--- config.mk ---
export PLATFORM = sky130hd
export DESIGN_NAME = nano_mem_arbiter
export DESIGN_NICKNAME = d
export VERILOG_FILES = /design/src/rtl/nano_mem_pkg.sv /design/src/rtl/nano_rr_arb2.sv /design/src/rtl/nano_mem_arbiter.sv
export SDC_FILE = /design/constraint.sdc
export NUM_CORES = 1
export LEC_CHECK = 0
export CORE_MARGIN = 2
export CORE_UTILIZATION = 44
export CTS_CLUSTER_DIAMETER = 150
export CTS_CLUSTER_SIZE = 16
export DETAILED_ROUTE_END_ITERATION = 10
export GPL_ROUTABILITY_DRIVEN = 0
export PLACE_DENSITY = 0.86
export SETUP_SLACK_MARGIN = 0.2
export SLEW_MARGIN = 20
export SYNTH_ARGS = -nofsm -noshare
export SYNTH_HDL_FRONTEND = slang
export SYNTH_HIERARCHICAL = 1
export SYNTH_SLANG_ARGS = --single-unit
--- constraint.sdc ---
create_clock -name ck -period 4.9 [get_ports ck]
set_input_delay 0.49 -clock ck [delete_from_list [all_inputs] [get_ports ck]]
set_output_delay 0.49 -clock ck [all_outputs]
set_load 0.05 [all_outputs]
--- src/rtl/nano_mem_pkg.sv ---
// nano_mem_pkg: shared definitions for the NanoCPU memory arbiter.
//   - default address/data widths and memory depth of the 256 x 16 array
//   - arb_state_t : sequencer state (IDLE, ACCESS, RESP)
//   - mem_req_t   : one latched access request {we, addr, wdata}
package nano_mem_pkg;

  localparam int ADDR_W_DEF = 8;
  localparam int DATA_W_DEF = 16;
  localparam int MEM_DEPTH  = 256;

  typedef enum logic [1:0] {
    IDLE   = 2'd0,
    ACCESS = 2'd1,
    RESP   = 2'd2
  } arb_state_t;

  typedef struct packed {
    logic                  we;
    logic [ADDR_W_DEF-1:0] addr;
    logic [DATA_W_DEF-1:0] wdata;
  } mem_req_t;

endpackage

--- src/rtl/nano_rr_arb2.sv ---
// nano_rr_arb2: combinational two-way grant.
//   req[1:0]   : raw request vector (bit n = port n)
//   mask[1:0]  : ports excluded from this evaluation
//   last       : last-granted port (round-robin build only)
//   gnt_valid  : some unmasked port is requesting
//   gnt_idx    : index of the winning port
// Configuration macro NANO_MEMARB_FIXED_PRIO_EN: when defined, port 0 wins
// every tie and the last input does not exist; otherwise ties go to the port
// that was not granted last.
module nano_rr_arb2 (
  input  logic [1:0] req,
  input  logic [1:0] mask,
`ifndef NANO_MEMARB_FIXED_PRIO_EN
  input  logic       last,
`endif
  output logic       gnt_valid,
  output logic       gnt_idx
);

  logic [1:0] eff;

  assign eff = req & ~mask;

  always_comb begin
    gnt_valid = |eff;
    gnt_idx   = 1'b0;
    if (eff == 2'b11) begin
`ifdef NANO_MEMARB_FIXED_PRIO_EN
      gnt_idx = 1'b0;
`else
      gnt_idx = ~last;
`endif
    end else begin
      // Single requester (or none): bit 1 alone selects port 1.
      gnt_idx = eff[1];
    end
  end

endmodule

--- src/rtl/nano_mem_arbiter.sv ---
// nano_mem_arbiter: two-requester arbiter and access sequencer for the
// NanoCPU single-port memory. Port 0 = CPU, port 1 = host/DMA.
//   ck, rst                       : clock, async active-high reset
//   req/we/addr/wdata 0,1         : request side (held until matching ack)
//   ack0/ack1, rdata0/rdata1      : one-cycle ack, registered read data
//   address, dataW, ce, we, dataR : memory side (dataR combinational)
// Sequence per access: IDLE/RESP grant -> ACCESS (memory driven one cycle)
// -> RESP (ack). A grant made in RESP gives back-to-back accesses.
// Handshake: a requester raises req with stable we/addr/wdata and keeps it
// high until it sees its ack; req still high after the ack cycle is a new
// request.
// Configuration macro NANO_MEMARB_FIXED_PRIO_EN selects fixed priority
// (port 0) instead of round-robin and removes the last-grant register.
module nano_mem_arbiter
  import nano_mem_pkg::*;
#(
  parameter int ADDR_W = ADDR_W_DEF,
  parameter int DATA_W = DATA_W_DEF
) (
  input  logic              ck,
  input  logic              rst,
  input  logic              req0,
  input  logic              req1,
  input  logic              we0,
  input  logic              we1,
  input  logic [ADDR_W-1:0] addr0,
  input  logic [ADDR_W-1:0] addr1,
  input  logic [DATA_W-1:0] wdata0,
  input  logic [DATA_W-1:0] wdata1,
  output logic              ack0,
  output logic              ack1,
  output logic [DATA_W-1:0] rdata0,
  output logic [DATA_W-1:0] rdata1,
  output logic [ADDR_W-1:0] address,
  output logic [DATA_W-1:0] dataW,
  input  logic [DATA_W-1:0] dataR,
  output logic              ce,
  output logic              we
);

  arb_state_t        state;
  logic              win;        // port owning the access in flight
  logic [1:0]        mask;
  logic              gnt_valid;
  logic              gnt_idx;
  logic              sel_we;
  logic [ADDR_W-1:0] sel_addr;
  logic [DATA_W-1:0] sel_wdata;
`ifndef NANO_MEMARB_FIXED_PRIO_EN
  logic              last;
`endif

  // In RESP the winner's req is still high from the access just finished,
  // so it is hidden from this round.
  assign mask = (state == RESP) ? (win ? 2'b10 : 2'b01) : 2'b00;

  nano_rr_arb2 u_arb (
    .req       ({req1, req0}),
    .mask      (mask),
`ifndef NANO_MEMARB_FIXED_PRIO_EN
    .last      (last),
`endif
    .gnt_valid (gnt_valid),
    .gnt_idx   (gnt_idx)
  );

  assign sel_we    = gnt_idx ? we1    : we0;
  assign sel_addr  = gnt_idx ? addr1  : addr0;
  assign sel_wdata = gnt_idx ? wdata1 : wdata0;

  // The address/dataW/we registers double as the request latch: they are
  // loaded at grant time and drive the memory during ACCESS.
  always_ff @(posedge ck or posedge rst) begin
    if (rst) begin
      state   <= IDLE;
      win     <= 1'b0;
      ce      <= 1'b0;
      we      <= 1'b0;
      ack0    <= 1'b0;
      ack1    <= 1'b0;
      address <= '0;
      dataW   <= '0;
      rdata0  <= '0;
      rdata1  <= '0;
`ifndef NANO_MEMARB_FIXED_PRIO_EN
      last    <= 1'b1;
`endif
    end else begin
      ack0 <= 1'b0;
      ack1 <= 1'b0;
      case (state)
        ACCESS: begin
          ce <= 1'b0;
          we <= 1'b0;
          if (!we) begin
            if (win) rdata1 <= dataR;
            else     rdata0 <= dataR;
          end
          ack0  <= ~win;
          ack1  <= win;
          state <= RESP;
        end
        default: begin
          // IDLE and RESP share the grant path.
          if (gnt_valid) begin
            win     <= gnt_idx;
            ce      <= 1'b1;
            we      <= sel_we;
            address <= sel_addr;
            dataW   <= sel_wdata;
`ifndef NANO_MEMARB_FIXED_PRIO_EN
            last    <= gnt_idx;
`endif
            state   <= ACCESS;
          end else begin
            state <= IDLE;
          end
        end
      endcase
    end
  end

endmodule

==> results.json, run 1 <==
{
  "status": "finished clean",
  "min_path_type": "flop to flop",
  "p_int_w": 0.00185,
  "antenna_found_initial": 0,
  "avgSynthCellArea_um2": 13.2,
  "crit_type": "flop to flop",
  "io_pins": 130,
  "worst_pin_slew_ps": 1020,
  "leakage_nw": 1.80,
  "first_global_vias": 2281,
  "fin_tns_setup_ps": 0,
  "routed_via_density": 5.13,
  "hold_buffers": 0,
  "final_nets": 407,
  "wl_per_cell_um": 16.7,
  "antenna_cells": 0,
  "cts_buffer_depth": 2,
  "syn_area_mm2": 0.00274,
  "cp-end-kind": "flop",
  "dp_cells": 400,
  "finalNonFillerCells": 417,
  "synth-seq-cells": 64,
  "switchingPower_w": 0.00166,
  "rsz0062_at_grt": "false",
  "power_density_mw_per_mm2": 814,
  "synth_top_area_share": 0.576,
  "num_vias": 2140,
  "vdd_drop_max_mv": 0.509,
  "htree_levels": 3,
  "ant_nets": 0,
  "synthArstFlopShare": 1.00,
  "synthesis.instances": 208,
  "cts-root-buf": "clkbuf_8",
  "fill_cells": 474,
  "crit_arrival_ps": 2470,
  "p_sw_frac": 0.472,
  "grt_pass1_wl_um": 11400,
  "fmax_mhz": 431,
  "drt_iter0_drc": 82,
  "core-area_mm2": 0.00596,
  "routed_wl_um": 6950,
  "die_w_um": 82.9,
  "grt_usage": 0.208,
  "cp.required_ps": 5050,
  "min_period_over_period": 0.473,
  "gr-total-overflow": 0,
  "synth_warnings": 6,
  "drt-pass1-iter-count": 4,
  "dieArea_mm2": 0.00687,
  "hold_viol": 0,
  "layout-drive-gt1-share": 0.173,
  "max-slew-margin-rel": 0.315,
  "finalMaxSlewViolations": 0,
  "ff2ff_path_depth": 4,
  "die_h_um": 82.9,
  "clkPwrFrac": 0.135,
  "cap_violations": 0,
  "cts.sinks": 64,
  "grt_max_degree": 65,
  "setup-violations-final": 0,
  "drc": 0,
  "startpoint_type": "flop",
  "combPwrFrac": 0.593,
  "cts_buffers": 9,
  "p_seq_frac": 0.272,
  "seq_area_mm2": 0.00160,
  "yosysTopAreaCell": "dfrtp_1",
  "synth_common_cells": "dfrtp_1, a21oi_1, mux2i_1",
  "period_minus_slack_ps": 2320,
  "insertion_delay_ps": 320,
  "finClkSkew_ps": 7.48,
  "post-dp-hpwl_um": 4950,
  "synth_nets": 278,
  "port_buffers": 129,
  "synth_most_common_cell": "dfrtp_1",
  "synthFlopType": "dfrtp_1",
  "syn2layout_area_growth_pct": 57.5,
  "synthTopCellsByArea": "dfrtp_1, mux2i_1, mux2_2",
  "path_clk_slew_ps": 70,
  "cts_tree": "done",
  "cts.repair.resized": 0,
  "rows": 28,
  "start_util": 0.459,
  "whs_path_depth": 1,
  "synth_cell_type_count": 23,
  "yosysSeqAreaShare": 0.586,
  "synth_edf_count": 0,
  "cts_setup_buffers": 0,
  "cp_max_fo": 27,
  "multi_input_area_mm2": 0.00103
}
==> path summary, 6_finish.rpt <==
path | endpoint | start | slack (ps)
worst max register to register | address[6] | state[1] | 2580
worst min-delay path | rdata0[14] | rdata0[14] | 500
worst min register to register | rdata0[14] | rdata0[14] | 500
min in group asynchronous | rdata0[6] | rst | 720
worst max-delay path | address[6] | state[1] | 2580
max in group asynchronous | dataW[7] | rst | 3630
==> critical path, stage by stage (launching register included) <==
cell	delay, ps
dfrtp_1	360
nand2b_1	400
buf_4	370
and2_1	850
a21oi_1	160
==> metrics by stage <==
stage	total power, W	setup WS, ps	area [um2]	utilization	hold slack, ps
2_1_floorplan	0.00236	2810	2740	-	467
3_3_place_gp	0.00300	2400	4070	0.683	480
3_5_place_dp	0.00305	2330	4070	0.683	495
4_1_cts	0.00353	2480	4280	0.719	510
5_1_grt	0.00368	2430	4310	0.724	527
6_report	0.00351	2580	4310	0.724	504
==> layout by cell type, fill, tap and decap left out <==
| cell | instances |
|---|---|
| dfrtp_1 | 63 |
| a21oi_1 | 49 |
| and2_1 | 1 |
| nor3_4 | 2 |
| o21ai_0 | 3 |
| mux2_4 | 10 |
| nor3b_1 | 2 |
| clkdlybuf4s50_1 | 129 |
| clkinv_2 | 1 |
| mux2i_1 | 25 |
| nand2b_4 | 1 |
| nand2b_1 | 1 |
| nand3_1 | 1 |
| inv_2 | 2 |
| nor2_1 | 4 |
| buf_16 | 1 |
| inv_1 | 4 |
| clkbuf_1 | 1 |
| dfstp_2 | 1 |
| buf_4 | 3 |
| mux2_2 | 22 |
| bufinv_16 | 1 |
| clkbuf_8 | 13 |
| a31oi_4 | 1 |
| o21ai_2 | 1 |
==> final cells by class <==
class / count / share of cell area
well taps: 75 / 0.0218
inverters: 6 / 0.00522
clock buffers: 14 / 0.0424
clock inverters: 2 / 0.00813
repair buffers: 133 / 0.311
flip-flops and latches: 64 / 0.372
multi-input cells: 123 / 0.239
==> per-layer routing <==
layer  track usage  share of wire
met5             0              0
met1         0.254           0.41
met3        0.0427          0.038
met2         0.358           0.53
met4        0.0879          0.022
==> registers in the layout (all words and copies together), names as in the netlist, 2 cells and up <==
| signal | flops |
|---|---|
| rdata0 | 16 |
| dataW | 16 |
| address | 8 |
| state | 2 |
| rdata1 | 16 |
==> cells by family after synthesis <==
family | count (synthesis) | share of synthesized area
buf+inv | 21 | 0.0416
simple gates | 12 | 0.0343
flops | 64 | 0.586
mux | 57 | 0.237
compound gates | 54 | 0.102
==> power by group through the flow <==
stage	registers (W)	logic, W	clock network, W
6_report	0.000954	0.00208	0.000476
5_1_grt	0.000989	0.00218	0.000517
4_1_cts	0.000957	0.00209	0.000487
3_5_place_dp	0.000963	0.00208	0
3_3_place_gp	0.000947	0.00206	0
2_1_floorplan	0.00181	0.000551	0
No activity file was read; power rests on OpenSTA's default activity.
==> run 2, diff against run 1 <==
Settings changed: CORE_UTILIZATION 44 to 41, PLACE_DENSITY 0.86 to 0.81.
Clock period 4.9 ns to 2.3 ns, I/O delays scaled along.
==> run 2 against run 1 <==
Compared with the run above:
- setup slack worse by 2200 ps
- sequential power is 110% higher
- power is 110% higher
- wire length is 1.6% higher
- critical path depth is 3 lower
- clock-buffer cell count is 1 lower
- clock skew is 4.1 ps lower
- non-clock buffer count is 7 higher
- die area is 7.0% higher
- core utilization is 4.2 points lower
- critical path type is now flop to primary output
- critical endpoint is now we
- largest cell class unchanged
- largest power group unchanged
==> results.json, run 2 (same netlist as run 1, synthesis figures left out) <==
{
  "rsz0062_at_grt": "false",
  "slowest_stage": "clkdlybuf4s50_1",
  "cp_num_buf_inv": 1,
  "cts-root-buf": "clkbuf_8",
  "post-dp-hpwl_um": 5020,
  "cts.repair.resized": 0,
  "cap_violations": 0,
  "die_w_um": 85.7,
  "dp_slack_ps": 308,
  "cts_buffers": 9,
  "path_clk_slew_ps": 60,
  "grt_pass1_wl_um": 11200,
  "port_buffers": 129,
  "syn2layout_area_growth_pct": 59.0,
  "grt_max_degree": 29,
  "period_minus_slack_ps": 1920,
  "final_common_cell": "clkdlybuf4s50_1",
  "die_h_um": 85.7,
  "hold_ws_ps": 202,
  "startpoint_type": "flop",
  "ant_nets": 0,
  "ff2ff_path_depth": 5,
  "dieArea_mm2": 0.00734,
  "core-area_mm2": 0.00639,
  "max-slew-margin-rel": 0.647,
  "io_pins": 130,
  "crit_family": "buffers and inverters",
  "rows": 29,
  "grt_usage": 0.198,
  "num_vias": 2182,
  "cts_setup_buffers": 0,
  "cts_tree": "done",
  "leakage_nw": 1.83,
  "start_util": 0.428,
  "htree_levels": 3,
  "drc": 0,
  "insertion_delay_ps": 330,
  "fill_cells": 474,
  "worst_pin_slew_ps": 529,
  "antenna_found_initial": 0,
  "status": "finished clean",
  "cp_max_fo": 4,
  "hold_buffers": 0,
  "slowest_delay_ps": 880,
  "vdd_drop_max_mv": 1.05,
  "fmax_mhz": 520,
  "top_regs": "dataW: 16 flops, rdata0: 16 flops, rdata1: 16 flops",
  "crit_type": "flop to primary output",
  "first_global_vias": 2244,
  "path_cells": "clkdlybuf4s50_1",
  "min_period_over_period": 0.837,
  "drt-pass1-iter-count": 4,
  "routed_wl_um": 7060,
  "crit_arrival_ps": 1690,
  "layout-drive-gt1-share": 0.186,
  "hold_viol": 0,
  "final_cell_mix": "clkdlybuf4s50_1, dfrtp_1, a21oi_1",
  "cts_buffer_depth": 2,
  "cts.sinks": 64,
  "fin_tns_setup_ps": 0,
  "cp-end-kind": "primary output",
  "antenna_cells": 0,
  "setup-violations-final": 0,
  "power_density_mw_per_mm2": 1720,
  "crit_cells": 1,
  "fin_ws_ps": 375,
  "finalMaxSlewViolations": 0,
  "finClkSkew_ps": 3.36,
  "cp.required_ps": 2070,
  "final_core_util": 0.681,
  "final_nets": 414,
  "wl_per_cell_um": 16.6,
  "min_path_type": "primary input to asynchronous set/reset pin",
  "gr-total-overflow": 0,
  "drt_iter0_drc": 104,
  "routed_via_density": 5.12
}
run 2: changes by cell type in the layout (fill, tap and decap cells not counted):
cell | previous run | this run
clkbuf_1 | 1 | 2
buf_12 | 0 | 2
clkbuf_8 | 13 | 11
clkinv_2 | 1 | 2
buf_4 | 3 | 9
buf_16 | 1 | 0
run 2: path summary, 6_finish.rpt:
| path | start | endpoint | slack [ps] |
|---|---|---|---|
| min | rst | dataW[3] | 200 |
| min reg2reg | rdata0[1] | rdata0[1] | 510 |
| max reg2reg | state[1] | dataW[15] | 380 |
| max | we | we | 380 |
| max in group asynchronous | rst | last | 1430 |
| min in group ck | rdata0[1] | rdata0[1] | 510 |
run 2: per-layer routing:
layer  routed length (um)  vias to the layer above  GRT usage
met5                    0                        -          0
met4                  202                        0      0.101
met3                  439                       16     0.0414
met2                 3470                       83      0.313
met1                 2950                     1075      0.258
li1                     -                     1008          -
run 2: power by group:
group / leakage (nW) / switching, W / internal [W]
clock: 0.103 / 0.000404 / 0.000557
sequential: 0.744 / 0.000328 / 0.00170
combinational: 0.981 / 0.00283 / 0.00167
total: 1.83 / 0.00356 / 0.00393
run 2: cell type report:
class	instances	area, um2	share of cell area
well taps	77	96.3	0.0221
multi-input cells	123	1030	0.237
repair buffers	140	1400	0.321
clock inverters	3	40.0	0.00920
clock buffers	13	159	0.0365
inverters	6	22.5	0.00518
flip-flops and latches	64	1600	0.368
run 2: per-stage QoR:
stage          area, um2  instances  power (W)
2_1_floorplan       2740        208    0.00504
3_3_place_gp        4140        408    0.00645
3_5_place_dp        4140        408    0.00654
4_1_cts             4340        424    0.00753
5_1_grt             4350        426    0.00783
6_report            4350        426    0.00748
==> run 3, diff against run 2 <==
Settings changed: CORE_UTILIZATION 41 to 37, PLACE_DENSITY 0.81 to 0.78.
Clock period 2.3 ns to 1.6 ns, I/O delays scaled along.
==> run 3 against run 2 <==
Compared with the run above:
- the flow now finishes with violations (setup timing)
- die area grew 10%
- global-route usage shrank 1.9 points
- power grew 47%
- largest cell class unchanged
- highest routed layer unchanged
==> results.json, run 3 (same netlist as run 1, synthesis figures left out) <==
{
  "worst_pin_slew_ps": 354,
  "cts_buffer_depth": 2,
  "fmax_mhz": 624,
  "hold_viol": 0,
  "dieArea_mm2": 0.00810,
  "rows": 31,
  "final_common_cell": "clkdlybuf4s50_1",
  "cts_tree": "done",
  "wl_per_cell_um": 16.0,
  "slowest_stage": "dfrtp_1",
  "power_density_mw_per_mm2": 2450,
  "num_vias": 2181,
  "rsz0062_at_grt": "true",
  "min_period_over_period": 1.00,
  "min_path_type": "primary input to asynchronous set/reset pin",
  "final_core_util": 0.622,
  "fill_cells": 584,
  "cts-root-buf": "clkbuf_8",
  "post-dp-hpwl_um": 4830,
  "path_clk_slew_ps": 70,
  "dp_slack_ps": -24.1,
  "setup-violations-final": 1,
  "cap_violations": 0,
  "period_minus_slack_ps": 1600,
  "hold_buffers": 0,
  "cp-end-kind": "flop",
  "vdd_drop_max_mv": 1.02,
  "gr-total-overflow": 0,
  "fin_tns_setup_ps": -3.52,
  "die_h_um": 90.0,
  "htree_levels": 3,
  "first_global_vias": 2303,
  "cts.sinks": 64,
  "port_buffers": 129,
  "leakage_nw": 2.01,
  "cts_buffers": 9,
  "core-area_mm2": 0.00721,
  "met1_length_um": 2980,
  "wl_met3_um": 373,
  "slowest_delay_ps": 400,
  "top_regs": "dataW: 16 flops, rdata0: 16 flops, rdata1: 16 flops",
  "finalMaxSlewViolations": 0,
  "ff2ff_path_depth": 7,
  "startpoint_type": "flop",
  "cp.required_ps": 1820,
  "ant_nets": 0,
  "status": "complete, but fails checks",
  "finClkSkew_ps": 4.61,
  "met2WireLength_um": 3780,
  "grt_pass1_wl_um": 11300,
  "crit_type": "flop to flop",
  "grt_max_degree": 65,
  "drt-pass1-iter-count": 4,
  "die_w_um": 90.0,
  "path_cells": "nor3b_2 -> inv_1 -> a31oi_4 -> buf_12 -> clkbuf_16 -> mux2i_1 -> a21oi_1",
  "grt_usage": 0.178,
  "top_layer": "met4",
  "dp_cells": 432,
  "antenna_found_initial": 0,
  "finalNonFillerCells": 455,
  "routed_via_density": 4.79,
  "syn2layout_area_growth_pct": 63.9,
  "drt_iter0_drc": 62,
  "crit_arrival_ps": 1820,
  "io_pins": 130,
  "cp_max_fo": 8,
  "insertion_delay_ps": 330,
  "routed_wl_um": 7290,
  "start_util": 0.379,
  "final_cell_mix": "clkdlybuf4s50_1, buf_4, dfrtp_1",
  "layout-drive-gt1-share": 0.393,
  "violations": "setup timing",
  "fin_ws_ps": -3.52,
  "final_nets": 421,
  "drc": 0,
  "max-slew-margin-rel": 0.764,
  "antenna_cells": 0
}
==> run 3: cell types whose count changed in the layout (fill, tap and decap cells not counted), moves of 6 or more <==
cell,delta
buf_12,+6
clkdlybuf4s50_1,-60
buf_4,+58
mux2_2,-19
mux2_4,+19
==> run 3: repair_timing <==
| action | CTS | global route |
|---|---|---|
| resized for setup | 4 | 25 |
| cloned | 0 | 2 |
| pin swaps | 0 | 7 |
| setup endpoints to repair | 59 | 59 |
| setup buffers | 1 | 4 |
==> run 3: critical path: cells and delay by family (launching register included) <==
| kind | cells | cell delay [ps] |
|---|---|---|
| AO/OA/AOI/OAI | 2 | 260 |
| multiplexers | 1 | 210 |
| buffers and inverters | 3 | 410 |
| AND/OR/NAND/NOR | 1 | 210 |
| flip-flops | 1 | 400 |
==> run 3: worst paths after layout <==
path / slack (ps) / end / startpoint
setup / recovery: -4 / address[7] / state[0]
hold / removal: 260 / ack0 / rst
setup reg to reg: -4 / address[7] / state[0]
hold reg to reg: 500 / last / last
max in group asynchronous: 1000 / last / rst
min in group ck: 450 / dataW[0] / wdata0[0]
==> run 3: metal layers <==
layer  GRT usage  up-vias
met2       0.295       65
met4      0.0692        0
met1       0.211     1088
met5           0        -
li1            -     1015
met3      0.0687       13
==> run 3: through the flow <==
| stage | hold slack (ps) | total power, W | cell area, um2 |
|---|---|---|---|
| 2_1_floorplan | 291 | 0.00747 | 2850 |
| 3_3_place_gp | 482 | 0.00926 | 4100 |
| 3_5_place_dp | 479 | 0.00937 | 4100 |
| 4_1_cts | 277 | 0.0106 | 4290 |
| 5_1_grt | 279 | 0.0115 | 4480 |
| 6_report | 258 | 0.0110 | 4480 |
==> run 3: layout make-up <==
type / instances / area (um2) / area share
clock buffers: 12 / 145 / 0.0324
clock inverters: 4 / 20.0 / 0.00446
inverters: 6 / 26.3 / 0.00586
multi-input cells: 123 / 1150 / 0.256
flip-flops and latches: 64 / 1600 / 0.358
well taps: 99 / 124 / 0.0276
repair buffers: 147 / 1420 / 0.316
==> run 3: report_power, final <==
group          switching (W)  internal (W)  total (W)  leakage (nW)
registers           0.000499       0.00245    0.00295         0.743
clock network       0.000588      0.000594    0.00118        0.0899
logic                0.00423       0.00262    0.00685          1.18
